File: config.mk
export PLATFORM = sky130hd
export DESIGN_NAME = seq_alu
export DESIGN_NICKNAME = d
export VERILOG_FILES = /design/src/rtl/alu_pkg.sv /design/src/rtl/seq_multiplier.sv /design/src/rtl/seq_alu.sv
export SDC_FILE = /design/constraint.sdc
export NUM_CORES = 1
export LEC_CHECK = 0
export CAP_MARGIN = 20
export CORE_UTILIZATION = 55
export CTS_BUF_LIST = sky130_fd_sc_hd__clkbuf_4 sky130_fd_sc_hd__clkbuf_8 sky130_fd_sc_hd__clkbuf_16
export DETAILED_ROUTE_END_ITERATION = 8
export PLACE_DENSITY = 0.76
export SYNTH_ARGS = -nofsm -noshare
export SYNTH_HDL_FRONTEND = slang
export SYNTH_SLANG_ARGS = --single-unit
export TNS_END_PERCENT = 1
File: constraint.sdc
create_clock -name clk -period 5.4 [get_ports clk]
set_clock_uncertainty 0.2 [all_clocks]
set_input_delay 0.81 -clock clk [delete_from_list [all_inputs] [get_ports clk]]
set_output_delay 0.81 -clock clk [all_outputs]
set_load 0.1 [all_outputs]
File: src/rtl/alu_pkg.sv
`default_nettype none
// ============================================================================
//  Module      : alu_pkg
//  Description : Shared types for seq_alu. Holds the opcode and FSM state
//                encodings, the flag bit positions and a flag-packing helper.
//  Revision    : 1.0 - initial release
// ============================================================================
package alu_pkg;

  typedef enum logic [2:0] {
    OP_NOP  = 3'd0,
    OP_ADD  = 3'd1,
    OP_SUB  = 3'd2,
    OP_UMUL = 3'd3,
    OP_SMUL = 3'd4,
    OP_AND  = 3'd5,
    OP_XOR  = 3'd6,
    OP_CMP  = 3'd7
  } opcode_t;

  typedef enum logic [1:0] {
    ST_IDLE = 2'd0,
    ST_MUL  = 2'd1,
    ST_DONE = 2'd2
  } state_t;

  // Bit positions inside the 4-bit flags word {negative, overflow, carry, zero}
  localparam int unsigned c_flag_zero  = 0;
  localparam int unsigned c_flag_carry = 1;
  localparam int unsigned c_flag_ovf   = 2;
  localparam int unsigned c_flag_neg   = 3;

  function automatic logic [3:0] pack_flags(input logic i_neg, input logic i_ovf,
                                            input logic i_carry, input logic i_zero);
    logic [3:0] w_f;
    w_f               = 4'b0000;
    w_f[c_flag_neg]   = i_neg;
    w_f[c_flag_ovf]   = i_ovf;
    w_f[c_flag_carry] = i_carry;
    w_f[c_flag_zero]  = i_zero;
    return w_f;
  endfunction

endpackage
`default_nettype wire

File: src/rtl/seq_multiplier.sv
`default_nettype none
// ============================================================================
//  Module      : seq_multiplier
//  Description : Unsigned iterative shift-add multiplier. A start pulse loads
//                the operands and a W-step counter; one partial product is
//                accumulated per cycle. o_done is high during the final step,
//                with o_product already holding the completed product, so the
//                caller can register the result on that same edge.
//  Revision    : 1.0 - initial release
// ============================================================================
module seq_multiplier #(
  parameter int W = 8
) (
  input  logic           clk,
  input  logic           rst,
  input  logic           i_start,
  input  logic [W-1:0]   i_a,
  input  logic [W-1:0]   i_b,
  output logic           o_done,
  output logic [2*W-1:0] o_product
);

  localparam int c_cnt_w = $clog2(W + 1);

  logic [2*W-1:0]     r_acc;
  logic [2*W-1:0]     r_mcand;
  logic [W-1:0]       r_mplier;
  logic [c_cnt_w-1:0] r_cnt;

  logic [2*W-1:0]     w_addend;
  logic [2*W-1:0]     w_acc_next;
  logic               w_busy;

  assign w_addend   = r_mplier[0] ? r_mcand : '0;
  assign w_acc_next = r_acc + w_addend;
  assign w_busy     = (r_cnt != '0);
  assign o_done     = (r_cnt == c_cnt_w'(1));
  assign o_product  = w_acc_next;

  // Load on start, otherwise step the shift-add recurrence while the counter runs
  always_ff @(posedge clk) begin
    if (rst) begin
      r_acc    <= '0;
      r_mcand  <= '0;
      r_mplier <= '0;
      r_cnt    <= '0;
    end else if (i_start) begin
      r_acc    <= '0;
      r_mcand  <= {{W{1'b0}}, i_a};
      r_mplier <= i_b;
      r_cnt    <= c_cnt_w'(W);
    end else if (w_busy) begin
      r_acc    <= w_acc_next;
      r_mcand  <= r_mcand << 1;
      r_mplier <= r_mplier >> 1;
      r_cnt    <= r_cnt - c_cnt_w'(1);
    end
  end

endmodule
`default_nettype wire

File: src/rtl/seq_alu.sv
`default_nettype none
// ============================================================================
//  Module      : seq_alu
//  Description : Clocked integer ALU with valid/ready on both sides. Single-
//                cycle ops are computed at accept and registered straight into
//                the result; UMUL/SMUL run on seq_multiplier for W cycles.
//                SMUL multiplies magnitudes and negates the product afterwards.
//  Revision    : 1.0 - initial release
// ============================================================================
module seq_alu
  import alu_pkg::*;
#(
  parameter int W = 8
) (
  input  logic           clk,
  input  logic           rst,
  input  logic           in_valid,
  output logic           in_ready,
  input  logic [2:0]     opcode,
  input  logic [W-1:0]   op_a,
  input  logic [W-1:0]   op_b,
  output logic           out_valid,
  input  logic           out_ready,
  output logic [2*W-1:0] result,
  output logic [3:0]     flags
);

  state_t         r_state;
  logic           r_in_ready;
  logic           r_out_valid;
  logic [2*W-1:0] r_result;
  logic [3:0]     r_flags;
  logic           r_neg_prod;
  logic           r_is_smul;

  opcode_t        w_op;
  logic           w_accept;
  logic           w_is_mul;
  logic           w_is_smul;
  logic [W-1:0]   w_mag_a;
  logic [W-1:0]   w_mag_b;
  logic           w_mul_start;
  logic           w_mul_done;
  logic [2*W-1:0] w_product;
  logic [2*W-1:0] w_mul_res;
  logic [3:0]     w_mul_flags;
  logic [W:0]     w_sum;
  logic [W-1:0]   w_diff;
  logic [2*W-1:0] w_sc_result;
  logic [3:0]     w_sc_flags;

  assign w_op      = opcode_t'(opcode);
  assign w_accept  = in_valid & r_in_ready;
  assign w_is_smul = (w_op == OP_SMUL);
  assign w_is_mul  = (w_op == OP_UMUL) || w_is_smul;

  // Signed multiply feeds the unsigned core with operand magnitudes;
  // the magnitude of -2^(W-1) is 2^(W-1), which still fits in W unsigned bits.
  assign w_mag_a     = (w_is_smul && op_a[W-1]) ? -op_a : op_a;
  assign w_mag_b     = (w_is_smul && op_b[W-1]) ? -op_b : op_b;
  assign w_mul_start = w_accept & w_is_mul;

  seq_multiplier #(.W(W)) u_mul (
    .clk       (clk),
    .rst       (rst),
    .i_start   (w_mul_start),
    .i_a       (w_mag_a),
    .i_b       (w_mag_b),
    .o_done    (w_mul_done),
    .o_product (w_product)
  );

  assign w_mul_res   = r_neg_prod ? -w_product : w_product;
  assign w_mul_flags = pack_flags(r_is_smul & w_mul_res[2*W-1], 1'b0, 1'b0,
                                  (w_mul_res == '0));

  assign w_sum  = {1'b0, op_a} + {1'b0, op_b};
  assign w_diff = op_a - op_b;

  // Single-cycle datapath: evaluated on the live operands, captured only at accept
  always_comb begin
    logic w_neg;
    logic w_ovf;
    logic w_carry;
    w_sc_result = '0;
    w_neg       = 1'b0;
    w_ovf       = 1'b0;
    w_carry     = 1'b0;
    case (w_op)
      OP_ADD: begin
        w_sc_result = {{W{1'b0}}, w_sum[W-1:0]};
        w_carry     = w_sum[W];
        w_ovf       = (op_a[W-1] == op_b[W-1]) && (w_sum[W-1] != op_a[W-1]);
        w_neg       = w_sum[W-1];
      end
      OP_SUB: begin
        w_sc_result = {{W{1'b0}}, w_diff};
        w_carry     = (op_a < op_b);
        w_ovf       = (op_a[W-1] != op_b[W-1]) && (w_diff[W-1] != op_a[W-1]);
        w_neg       = w_diff[W-1];
      end
      OP_AND:  w_sc_result = {{W{1'b0}}, op_a & op_b};
      OP_XOR:  w_sc_result = {{W{1'b0}}, op_a ^ op_b};
      OP_CMP:  w_sc_result[2:0] = {op_a > op_b, op_a == op_b, op_a < op_b};
      default: w_sc_result = '0;
    endcase
    w_sc_flags = pack_flags(w_neg, w_ovf, w_carry, (w_sc_result == '0));
  end

  // Control FSM with registered handshake outputs and result/flags capture
  always_ff @(posedge clk) begin
    if (rst) begin
      r_state     <= ST_IDLE;
      r_in_ready  <= 1'b1;
      r_out_valid <= 1'b0;
      r_result    <= '0;
      r_flags     <= '0;
      r_neg_prod  <= 1'b0;
      r_is_smul   <= 1'b0;
    end else begin
      case (r_state)
        ST_IDLE: begin
          if (w_accept) begin
            r_in_ready <= 1'b0;
            if (w_is_mul) begin
              r_state    <= ST_MUL;
              r_is_smul  <= w_is_smul;
              r_neg_prod <= w_is_smul & (op_a[W-1] ^ op_b[W-1]);
            end else begin
              r_state     <= ST_DONE;
              r_out_valid <= 1'b1;
              r_result    <= w_sc_result;
              r_flags     <= w_sc_flags;
            end
          end
        end
        ST_MUL: begin
          if (w_mul_done) begin
            r_state     <= ST_DONE;
            r_out_valid <= 1'b1;
            r_result    <= w_mul_res;
            r_flags     <= w_mul_flags;
          end
        end
        ST_DONE: begin
          if (out_ready) begin
            r_state     <= ST_IDLE;
            r_out_valid <= 1'b0;
            r_in_ready  <= 1'b1;
          end
        end
        default: begin
          r_state     <= ST_IDLE;
          r_out_valid <= 1'b0;
          r_in_ready  <= 1'b1;
        end
      endcase
    end
  end

  assign in_ready  = r_in_ready;
  assign out_valid = r_out_valid;
  assign result    = r_result;
  assign flags     = r_flags;

endmodule
`default_nettype wire
==> results of run 1 <==
-- final cells by class --
class	count	area [um^2]	share of cell area, %
Multi-Input combinational cell	582	3701	61.09
Sequential cell	70	1401	23.13
Timing Repair Buffer	51	490.5	8.096
Tap cell	129	161.4	2.664
Clock buffer	10	137.6	2.272
Inverter	32	120.1	1.983
Clock inverter	6	46.29	0.7641
-- synth_stat cells, drive strengths merged (4+ instances only) --
master	n
a211oi	12
a21o	8
a21oi	74
a221oi	4
a22oi	7
a311oi	19
a31o	4
a31oi	7
a32o	4
and2	19
and3	4
clkbuf	41
dfxtp	70
ha	37
inv	32
nand2	97
nand2b	18
nand3	15
nand4	5
nor2	79
nor2b	12
nor3	19
o21ai	21
o21bai	4
o22ai	4
o311ai	5
o31ai	9
or2	4
or3	6
or4	4
xnor2	25
xor2	17
-- worst max-delay path, stage by stage, from the launching register on --
cell     delay, ns
dfxtp_1       0.58
and2_1        0.19
ha_1          0.17
inv_1         0.06
fa_1          0.39
xor2_1        0.33
nand3_1       0.17
or4_1         0.56
or4_4         0.48
o31ai_4       0.25
xnor2_1       0.11
or4_1         0.55
o31ai_2       0.18
-- power breakdown --
part           leakage, nW  total (mW)  switching [mW]  internal [mW]
clock               0.0889       0.402           0.221          0.181
combinational         1.65       0.768           0.519          0.249
sequential           0.568       0.612          0.0410          0.571
total                 2.31        1.78           0.781           1.00
-- stage by stage --
step | setup slack, ns | power, mW
final | 1.087 | 1.782
after global routing | 0.8207 | 1.905
after CTS | 1.091 | 1.784
after detailed placement | 1.134 | 1.383
after global placement | 1.267 | 1.364
after floorplan | 1.542 | 1.200
-- cells by family after synthesis --
group / synth area share, %
multiplexers: 0.7662
flip-flops: 26.00
AO/OA/AOI/OAI: 25.82
buffers and inverters: 5.317
XOR/XNOR: 6.826
AND/OR/NAND/NOR: 25.56
adder cells (fa/ha/maj): 9.705
-- final timing paths --
path | startpoint | endpoint | cells past startpoint
worst max-delay path | u_mul.r_mplier[0]$_SDFFE_PP0P_ | flags[0]$_SDFFE_PP0P_ | 12
worst min-delay path | result[11]$_SDFFE_PP0P_ | result[11]$_SDFFE_PP0P_ | 2
worst max register to register | u_mul.r_mplier[0]$_SDFFE_PP0P_ | flags[0]$_SDFFE_PP0P_ | 12
worst min register to register | result[11]$_SDFFE_PP0P_ | result[11]$_SDFFE_PP0P_ | 2
-- flip-flops by register name, indices dropped and copies added, names as in the netlist --
signal	count
result	16
u_mul.r_acc	16
u_mul.r_mcand	16
u_mul.r_mplier	8
flags	4
u_mul.r_cnt	4
r_state	2
in_ready	1
out_valid	1
r_is_smul	1
r_neg_prod	1
-- metal layers --
layer | up-vias | GRT usage (%)
met5 | - | 0
met4 | 0 | 8.250
met3 | 21 | 4.854
met2 | 137 | 48.84
met1 | 2465 | 37.67
li1 | 2626 | -
==> metrics.md, run 1 <==
| Metric | Value |
|---|---|
| Syn Area/Cell | `7.402 um^2` |
| H-tree depth | `3` |
| Fin crit share | `79.88%` |
| Worst IR Drop VDD | `316.8 uV` |
| CTS tree | `done` |
| First-pass GRT wire length | `23.35 mm` |
| Routed wire length | `13.99 mm` |
| 1st-iter DRT viols | `251` |
| Status | `finished, final reports clean` |
| Startpoint Class | `flip-flop` |
| Met1 Wirelength | `6.431 mm` |
| Main synth FF type | `dfxtp_1` |
| I/O Buffers | `44` |
| Pin count of the biggest net entering global routing | `43` |
| Worst path arrival time | `4.40 ns` |
| Final net count | `809` |
| CTS Root Buffer Type | `clkbuf_8` |
| Post-placement cell area | `0.005869 mm^2` |
| Post-cts resize count | `0` |
| Synth cell types | `64` |
| Hold Path Class | `flip-flop to flip-flop` |
| Post-route ant nets | `0` |
| Non-Filler Instances | `880` |
| Met3 WL | `574 um` |
| Core footprint | `0.009371 mm^2` |
| Vias in the first global route | `4,938` |
| Setup Viol. Count Final | `0` |
| Commonest non-fill, non-tap cells in the layout | `nand2_1, nor2_1, a21oi_1` |
| TNS Setup | `0 ns` |
| GPL Wtd Cong | `0.9376` |
| Worst skew pair latency | `0.36 ns` |
| Overall via count from detail_route | `5,249` |
| Setup crit end kind | `flip-flop` |
| Synth area leader | `dfxtp_1` |
| IO Pins | `45` |
| R2R Setup Slk | `1.09 ns` |
| HPWL after detailed placement | `10.47 mm` |
| RSZ-0062 raised after global routing | `false` |
| Ys async rst share | `0%` |
| Fin util | `64.65%` |
| CP required | `5.48 ns` |
| Vias per cell | `5.965` |
| Tot GR Track Use | `28.84%` |
| Clock slew at reported path FFs | `0.09 ns` |
| CTS max path bufs | `2` |
| # Max-Cap Violations | `0` |
| WHS | `0.2583 ns` |
| Initial Util | `57.50%` |
| Final min period | `4.313 ns` |
| Site row count | `35` |
| Wire per inst | `15.89 um` |
| Synth Net Count | `791` |
| Crit Path Max Fanout | `17` |
| Top cell type's share of synthesized area | `26.00%` |
| Hold Vio Cnt, Final | `0` |
| TritonCTS Buffers | `9` |
| Syn Inst Count | `728` |
| Placed Cells | `863` |
| Flops & latches, synth | `70` |
| Top area cells in the synthesized netlist | `dfxtp_1, ha_1, a21oi_1` |
| Seq/Total Area, Yosys | `26.00%` |
| Yosys warns | `0` |
| Critical path class | `flip-flop to flip-flop` |
| Worst Tran Pin Value | `1.032 ns` |
| # diodes | `0` |
| Cts hold-fix bufs | `0` |
| Antenna violations before repair | `0` |
| Post-CTS Setup Bufs | `0` |
| Fillers | `855` |
| Share of cells above drive strength 1 | `5.326%` |
| Max Freq | `231.8 MHz` |
| P&R area growth vs syn | `12.42%` |
| Die Span Y | `101.0 um` |
| TritonRoute pass-1 iters | `5` |
| Global route total overflow | `0` |
| Relative slew margins | `31.20%` |
| Die width | `101.0 um` |
| P per Cell Area | `294.1 mW/mm^2` |
| Sink Count | `70` |
| Most common cell after layout, fill and taps aside | `nand2_1` |
| Top sig layer | `met4` |
| Final Cell Area | `0.006058 mm^2` |
| Number of remaining DRC errors | `0` |
| Die area | `0.01020 mm^2` |
| Max Slew Vio Count | `0` |
| Detailed route wirelength on metal2 | `6.727 mm` |
| Post-synth EDFFs | `0` |
| P_leak | `2.308 nW` |
| Cell area after synthesis | `0.005389 mm^2` |
Power figures use the tool's default switching activity.
==> run 2, diff against run 1 <==
==> constraint.sdc (replaced) <==
create_clock -name clk -period 4.2 [get_ports clk]
set_clock_uncertainty 0.2 [all_clocks]
set_input_delay 0.63 -clock clk [delete_from_list [all_inputs] [get_ports clk]]
set_output_delay 0.63 -clock clk [all_outputs]
set_load 0.1 [all_outputs]
==> run 2 against run 1 <==
Effect of this change:
- sequential share of layout area is 0.39 points lower
- clock-buffer cell count is 1 higher
- via count is 3.4% higher
- critical path depth stayed put
- non-clock buffer count is 11 higher
- wire length is 1.5% higher
- sequential power is 29% higher
- register-to-register slack worse by 0.86 ns
- combinational power is 30% higher
- cell area is 1.7% higher
- power is 31% higher
- critical endpoint unchanged
==> metrics.md, run 2 (same netlist as run 1, synthesis figures left out) <==
| Metric | Value |
|---|---|
| H-tree depth | `3 (unchanged)` |
| Worst IR Drop VDD | `222.6 uV (was 316.8 uV)` |
| Top delay family on crit path | `simple AND/OR/NAND/NOR gates (unchanged)` |
| Top sig layer | `met4 (unchanged)` |
| Net Sw Power | `985.6 uW (was 780.7 uW)` |
| Post-CTS Setup Bufs | `0 (unchanged)` |
| Initial Util | `57.50% (unchanged)` |
| Die area | `0.01020 mm^2 (unchanged)` |
| Site row count | `35 (unchanged)` |
| Critical path class | `flip-flop to flip-flop (unchanged)` |
| Crit-path max cell delay | `0.58 ns (about the same)` |
| Global route total overflow | `0 (unchanged)` |
| CTS Root Buffer Type | `clkbuf_8 (unchanged)` |
| RSZ-0062 raised after global routing | `false (unchanged)` |
| Vias in the first global route | `5,097 (was 4,938)` |
| Sink Count | `70 (unchanged)` |
| Final net count | `820 (was 809)` |
| Setup crit end kind | `flip-flop (unchanged)` |
| TritonRoute pass-1 iters | `5 (unchanged)` |
| Number of remaining DRC errors | `0 (unchanged)` |
| TNS Setup | `0 ns (unchanged)` |
| Hold Path Class | `flip-flop to flip-flop (unchanged)` |
| R2r startpoint | `u_mul.r_mplier[0]$_SDFFE_PP0P_ (unchanged)` |
| Status | `finished, final reports clean (unchanged)` |
| Cell Int Power | `1.346 mW (was 1.001 mW)` |
| Worst setup startpoint | `u_mul.r_mplier[0]$_SDFFE_PP0P_ (unchanged)` |
| Min setup slack post-route | `0.2283 ns (was 1.087 ns)` |
| Relative slew margins | `33.97% (was 31.20%)` |
| Met3 WL | `789 um (was 574 um)` |
| Most common cell after layout, fill and taps aside | `nand2_1 (unchanged)` |
| Setup Viol. Count Final | `0 (unchanged)` |
| Worst Tran Pin Value | `0.9881 ns (was 1.032 ns)` |
| Seq pwr share | `33.8% (was 34.3%)` |
| Levels on crit path | `12 (unchanged)` |
| Die width | `101.0 um (unchanged)` |
| P per Cell Area | `378.4 mW/mm^2 (was 294.1 mW/mm^2)` |
| Final min period | `3.972 ns (was 4.313 ns)` |
| I/O Buffers | `44 (unchanged)` |
| Wire per inst | `15.93 um (was 15.89 um)` |
| Hold Vio Cnt, Final | `0 (unchanged)` |
| Post-place setup slack | `0.1555 ns (was 1.134 ns)` |
| Worst R2R End | `flags[0]$_SDFFE_PP0P_ (unchanged)` |
| Slowest cell on the critical path | `or4_4 (was dfxtp_1)` |
| First-pass GRT wire length | `23.41 mm (was 23.35 mm)` |
| Reg2Reg Depth | `12 (unchanged)` |
| Pin count of the biggest net entering global routing | `43 (unchanged)` |
| Switching share of power | `42.27% (was 43.82%)` |
| Startpoint Class | `flip-flop (unchanged)` |
| Fin util | `65.77% (was 64.65%)` |
| IO Pins | `45 (unchanged)` |
| CTS tree | `done (unchanged)` |
| Critical-path cell list | `buf_4 -> and2_1 -> ha_1 -> a21oi_1 -> o31ai_4 -> a311o_1 -> and2_1 -> or4_4 -> o31ai_4 -> xnor2_1 -> or4_1 -> o31ai_2 (was and2_1 -> ha_1 -> inv_1 -> fa_1 -> xor2_1 -> nand3_1 -> or4_1 -> or4_4 -> o31ai_4 -> xnor2_1 -> or4_1 -> o31ai_2)` |
| Min-delay src | `u_mul.r_mcand[15]$_SDFFE_PP0P_ (was result[11]$_SDFFE_PP0P_)` |
| Met1 Wirelength | `6.189 mm (was 6.431 mm)` |
| P_leak | `2.377 nW (was 2.308 nW)` |
| Core footprint | `0.009371 mm^2 (unchanged)` |
| Clock slew at reported path FFs | `0.08 ns (was 0.09 ns)` |
| Fin crit share | `94.57% (was 79.88%)` |
| Antenna violations before repair | `0 (unchanged)` |
| Max Freq | `251.8 MHz (was 231.8 MHz)` |
| Buf/Inv on CP | `1 (unchanged)` |
| Max Slew Vio Count | `0 (unchanged)` |
| Overall via count from detail_route | `5,425 (was 5,249)` |
| P&R area growth vs syn | `14.37% (was 12.42%)` |
| Share of cells above drive strength 1 | `6.955% (was 5.326%)` |
| 1st-iter DRT viols | `318 (was 251)` |
| GPL Wtd Cong | `0.9371 (was 0.9376)` |
| # diodes | `0 (unchanged)` |
| Crit Path Max Fanout | `15 (was 17)` |
| Worst path arrival time | `4.04 ns (was 4.40 ns)` |
| Worst Hold Depth | `2 (unchanged)` |
| Cts hold-fix bufs | `0 (unchanged)` |
| Routed wire length | `14.19 mm (was 13.99 mm)` |
| CTS max path bufs | `2 (unchanged)` |
| Commonest non-fill, non-tap cells in the layout | `nand2_1, nor2_1, a21oi_1 (unchanged)` |
| Die Span Y | `101.0 um (unchanged)` |
| R2R Setup Slk | `0.23 ns (was 1.09 ns)` |
| End point of the critical path | `flags[0]$_SDFFE_PP0P_ (unchanged)` |
| Worst skew pair latency | `0.35 ns (was 0.36 ns)` |
| Tot GR Track Use | `28.90% (was 28.84%)` |
| CP required | `4.27 ns (was 5.48 ns)` |
| Detailed route wirelength on metal2 | `6.743 mm (was 6.727 mm)` |
| Post-route ant nets | `0 (unchanged)` |
| Post-cts resize count | `0 (unchanged)` |
| Vias per cell | `6.089 (was 5.965)` |
| # Max-Cap Violations | `0 (unchanged)` |
| Comb pwr share | `42.9% (was 43.1%)` |
| Clk network pwr share | `23.3% (was 22.6%)` |
| HPWL after detailed placement | `10.95 mm (was 10.47 mm)` |
| TritonCTS Buffers | `9 (unchanged)` |
==> run 2: cell count changes in the layout (fill, tap and decap cells not counted), sizes merged <==
cell,delta
bufinv,+1
clkinvlp,-1
inv,-1
buf,+12
==> run 2: worst min-delay path, cell delays in order (launching register included) <==
cell and delay [ns]:
dfxtp_1 0.31, nand2_1 0.05, a21oi_1 0.05
==> run 2: worst min path at each step <==
stage / end
after floorplan: u_mul.r_mcand[15]$_SDFFE_PP0P_
after global placement: result[12]$_SDFFE_PP0P_
after detailed placement: u_mul.r_mcand[15]$_SDFFE_PP0P_
after CTS: u_mul.r_mcand[15]$_SDFFE_PP0P_
after global routing: u_mul.r_mcand[15]$_SDFFE_PP0P_
final: u_mul.r_mcand[15]$_SDFFE_PP0P_
==> run 2: cell type report <==
type / instances / area (um^2)
clock buffer: 11 / 138.9
clock inverter: 5 / 60.06
fill: 877 / 3208
inverter: 32 / 120.1
multi-input combinational: 582 / 3706
sequential: 70 / 1401
tap: 129 / 161.4
timing repair buffer: 62 / 575.6
==> run 2: metrics by stage <==
step	power [mW]	hold WS, ns	std cells	cell area [um^2]
3_5_place_dp	1.784	0.2468	875	5961
3_3_place_gp	1.752	0.2400	875	5961
5_1_grt	2.482	0.2732	891	6163
6_report	2.332	0.2578	891	6163
4_1_cts	2.336	0.2563	891	6160
2_1_floorplan	1.543	0.2319	728	5389
==> run 2: layer usage <==
metal / GRT usage (%) / vias up
li1: - / 2659
met1: 35.15 / 2537
met2: 48.95 / 195
met3: 5.895 / 34
met4: 13.38 / 0
met5: 0 / -
==> run 2: power groups by stage <==
stage               clock network, mW  logic [mW]  registers (mW)
finish                          0.544        1.00           0.788
global placement                    0       0.956           0.796
floorplan                           0       0.691           0.851
CTS                             0.558       0.991           0.787
global route                    0.591        1.09           0.796
detailed placement                  0       0.983           0.800
==> patch: new RTL, flow settings as in run 2 <==
`W` is set to 8 in 2 places; all go to 32.
--- a/src/rtl/seq_multiplier.sv
+++ b/src/rtl/seq_multiplier.sv
@@ -11,3 +11,3 @@
 module seq_multiplier #(
-  parameter int W = 8
+  parameter int W = 32
 ) (
--- a/src/rtl/seq_alu.sv
+++ b/src/rtl/seq_alu.sv
@@ -12,3 +12,3 @@
 #(
-  parameter int W = 8
+  parameter int W = 32
 ) (
Interface: changed (resized op_a, op_b and result); port bits go from 45 to 141. No check against the original RTL was run, so the function may have changed too.
==> patch against run 2 <==
The run now ends with negative setup slack left. Utilization rose by 15 points. Sequential cell count rose by 170. Worst hold slack improved by 1.3 ps. Fmax fell by 32%. Area after synthesis rose to 4.0 times the old value. Via count rose to 5.1 times the old value. First-iteration DRC count rose to 8.7 times the old value. Setup slack got worse by 1900 ps. Routed wire length rose to 6.4 times the old value. Final area rose to 5.1 times the old value. Power rose to 4.5 times the old value. Highest routed layer unchanged.
==> patch: results (changes against run 2) <==
Status = complete, but fails checks (was complete, no violations)
Failing checks = negative setup slack
H-tree depth = 1 (was 3)
Port Buffers = 140 (was 44)
Sequential fraction of the synthesis area = 0.224 (was 0.260)
Vias in the first global route = 26,000 (was 5,097)
Static Leak = 13.4 nW (was 2.38 nW)
CP max FO = 9 (was 15)
Root buf cell = clkbuf_16 (was clkbuf_8)
Top cells by count, synth = nand2_1 (477), nor2_1 (327), a21oi_1 (308) (was nand2_1 (96), nor2_1 (79), a21oi_1 (74))
Post-DP HPWL = 69.7 mm (was 10.9 mm)
CTS max path bufs = 3 (was 2)
Endpoints failing setup = 62 (was 0)
Maximum vdd ir drop = 334 uV (was 223 uV)
Iteration-0 DRC Markers = 2,766 (was 318)
Routed vias/inst = 6.21 (was 6.09)
Share of layout cells above drive strength 1 = 0.282 (was 0.0696)
Layout Nets = 4,098 (was 820)
WP data arrival = 6170 ps (was 4040 ps)
Syn nets = 3,269 (was 791)
Reg2Reg Depth = 20 (was 12)
CTS Buf Count = 28 (was 9)
Final Worst Setup Slack = -1630 ps (was 228 ps)
Initial DRT Pass Iterations = 8 (was 5)
Pin count of the biggest net entering global routing = 90 (was 43)
First-pass GRT wire length = 137 mm (was 23.4 mm)
Total Routing Usage GR = 0.436 (was 0.289)
Switching Fraction = 0.445 (was 0.423)
==> patch: changes by cell type after synthesis, sizes merged, moves of 130 or more <==
| cell | run 2 | this run |
|---|---|---|
| a21oi | 74 | 308 |
| clkbuf | 41 | 181 |
| dfxtp | 70 | 240 |
| nand2 | 97 | 477 |
| nor2 | 79 | 327 |
| o21ai | 21 | 151 |
==> patch: worst max-delay path, stage by stage, from the launching register on <==
cell and delay, ps:
dfxtp_4 370, and2_1 140, ha_2 190, fa_2 390, a21o_1 210, a221oi_4 360
buf_6 160, o21ai_1 60, xor2_1 150, or3_4 410, or4b_4 510, or3_4 370
or3_4 340, or4_4 480, or3_4 400, nor3b_2 190, o211ai_1 120, a2111oi_2 370
buf_4 170, nand4_1 90, nand3_1 100
==> patch: timing repair <==
action                                 in CTS  in global routing
buffers inserted                            2                  2
gates resized for setup                    86                102
pin swaps                                  19                 22
endpoints found under the hold margin       0                  0
setup endpoints to repair                  67                 72
==> patch: power by group through the flow <==
stage / combinational [mW] / clock, mW / sequential [mW]
2_1_floorplan: 2.66 / 0 / 2.81
3_3_place_gp: 4.68 / 0 / 2.64
3_5_place_dp: 4.81 / 0 / 2.65
4_1_cts: 4.97 / 2.55 / 2.61
5_1_grt: 5.62 / 2.63 / 2.63
6_report: 5.32 / 2.56 / 2.62
==> patch: metal layers <==
metal	track usage	part of all wire	routed length, um	up-vias
met5	0	0	0	-
met4	0.303	0.076	6930	0
met3	0.0748	0.086	7880	404
met1	0.511	0.38	34500	12900
met2	0.722	0.46	42000	1488
li1	-	-	-	12700
==> patch: worst paths after layout <==
check | start | end | slack [ps]
worst max-delay path | u_mul.r_mplier[0] | flags[0] | -1630
worst min-delay path | u_mul.r_acc[33] | u_mul.r_acc[33] | 260
worst max register to register | u_mul.r_mplier[0] | flags[0] | -1630
worst min register to register | u_mul.r_acc[33] | u_mul.r_acc[33] | 260
==> patch: logic make-up (layout without fill, tap and decap cells) <==
family	count (synthesis)	in the layout	share of synthesized area
fa+ha+maj	136	136	0.0803
compound gates	931	931	0.287
xor+xnor	185	185	0.0758
simple gates	1254	1254	0.271
flops	240	240	0.224
mux	21	21	0.0105
buf+inv	295	1142	0.0523
==> patch: final cells by class <==
type | instances | area (um^2)
Fill cell | 2710 | 7420
Timing Repair Buffer | 1002 | 7980
Clock inverter | 13 | 160
Sequential cell | 240 | 4810
Inverter | 92 | 345
Clock buffer | 35 | 778
Multi-Input combinational cell | 2527 | 16400
Tap cell | 518 | 648
==> patch: per-stage QoR <==
stage	instance area, um^2	std cells	hold WS, ps	TNS, ps	setup WS [ps]
floorplan	21500	3062	232	-39020	-1770
global placement	29300	4375	242	-65520	-2030
detailed placement	29300	4375	252	-73030	-2230
CTS	30600	4425	259	-49650	-1670
global route	31100	4427	280	-58050	-1830
finish	31100	4427	259	-47990	-1630
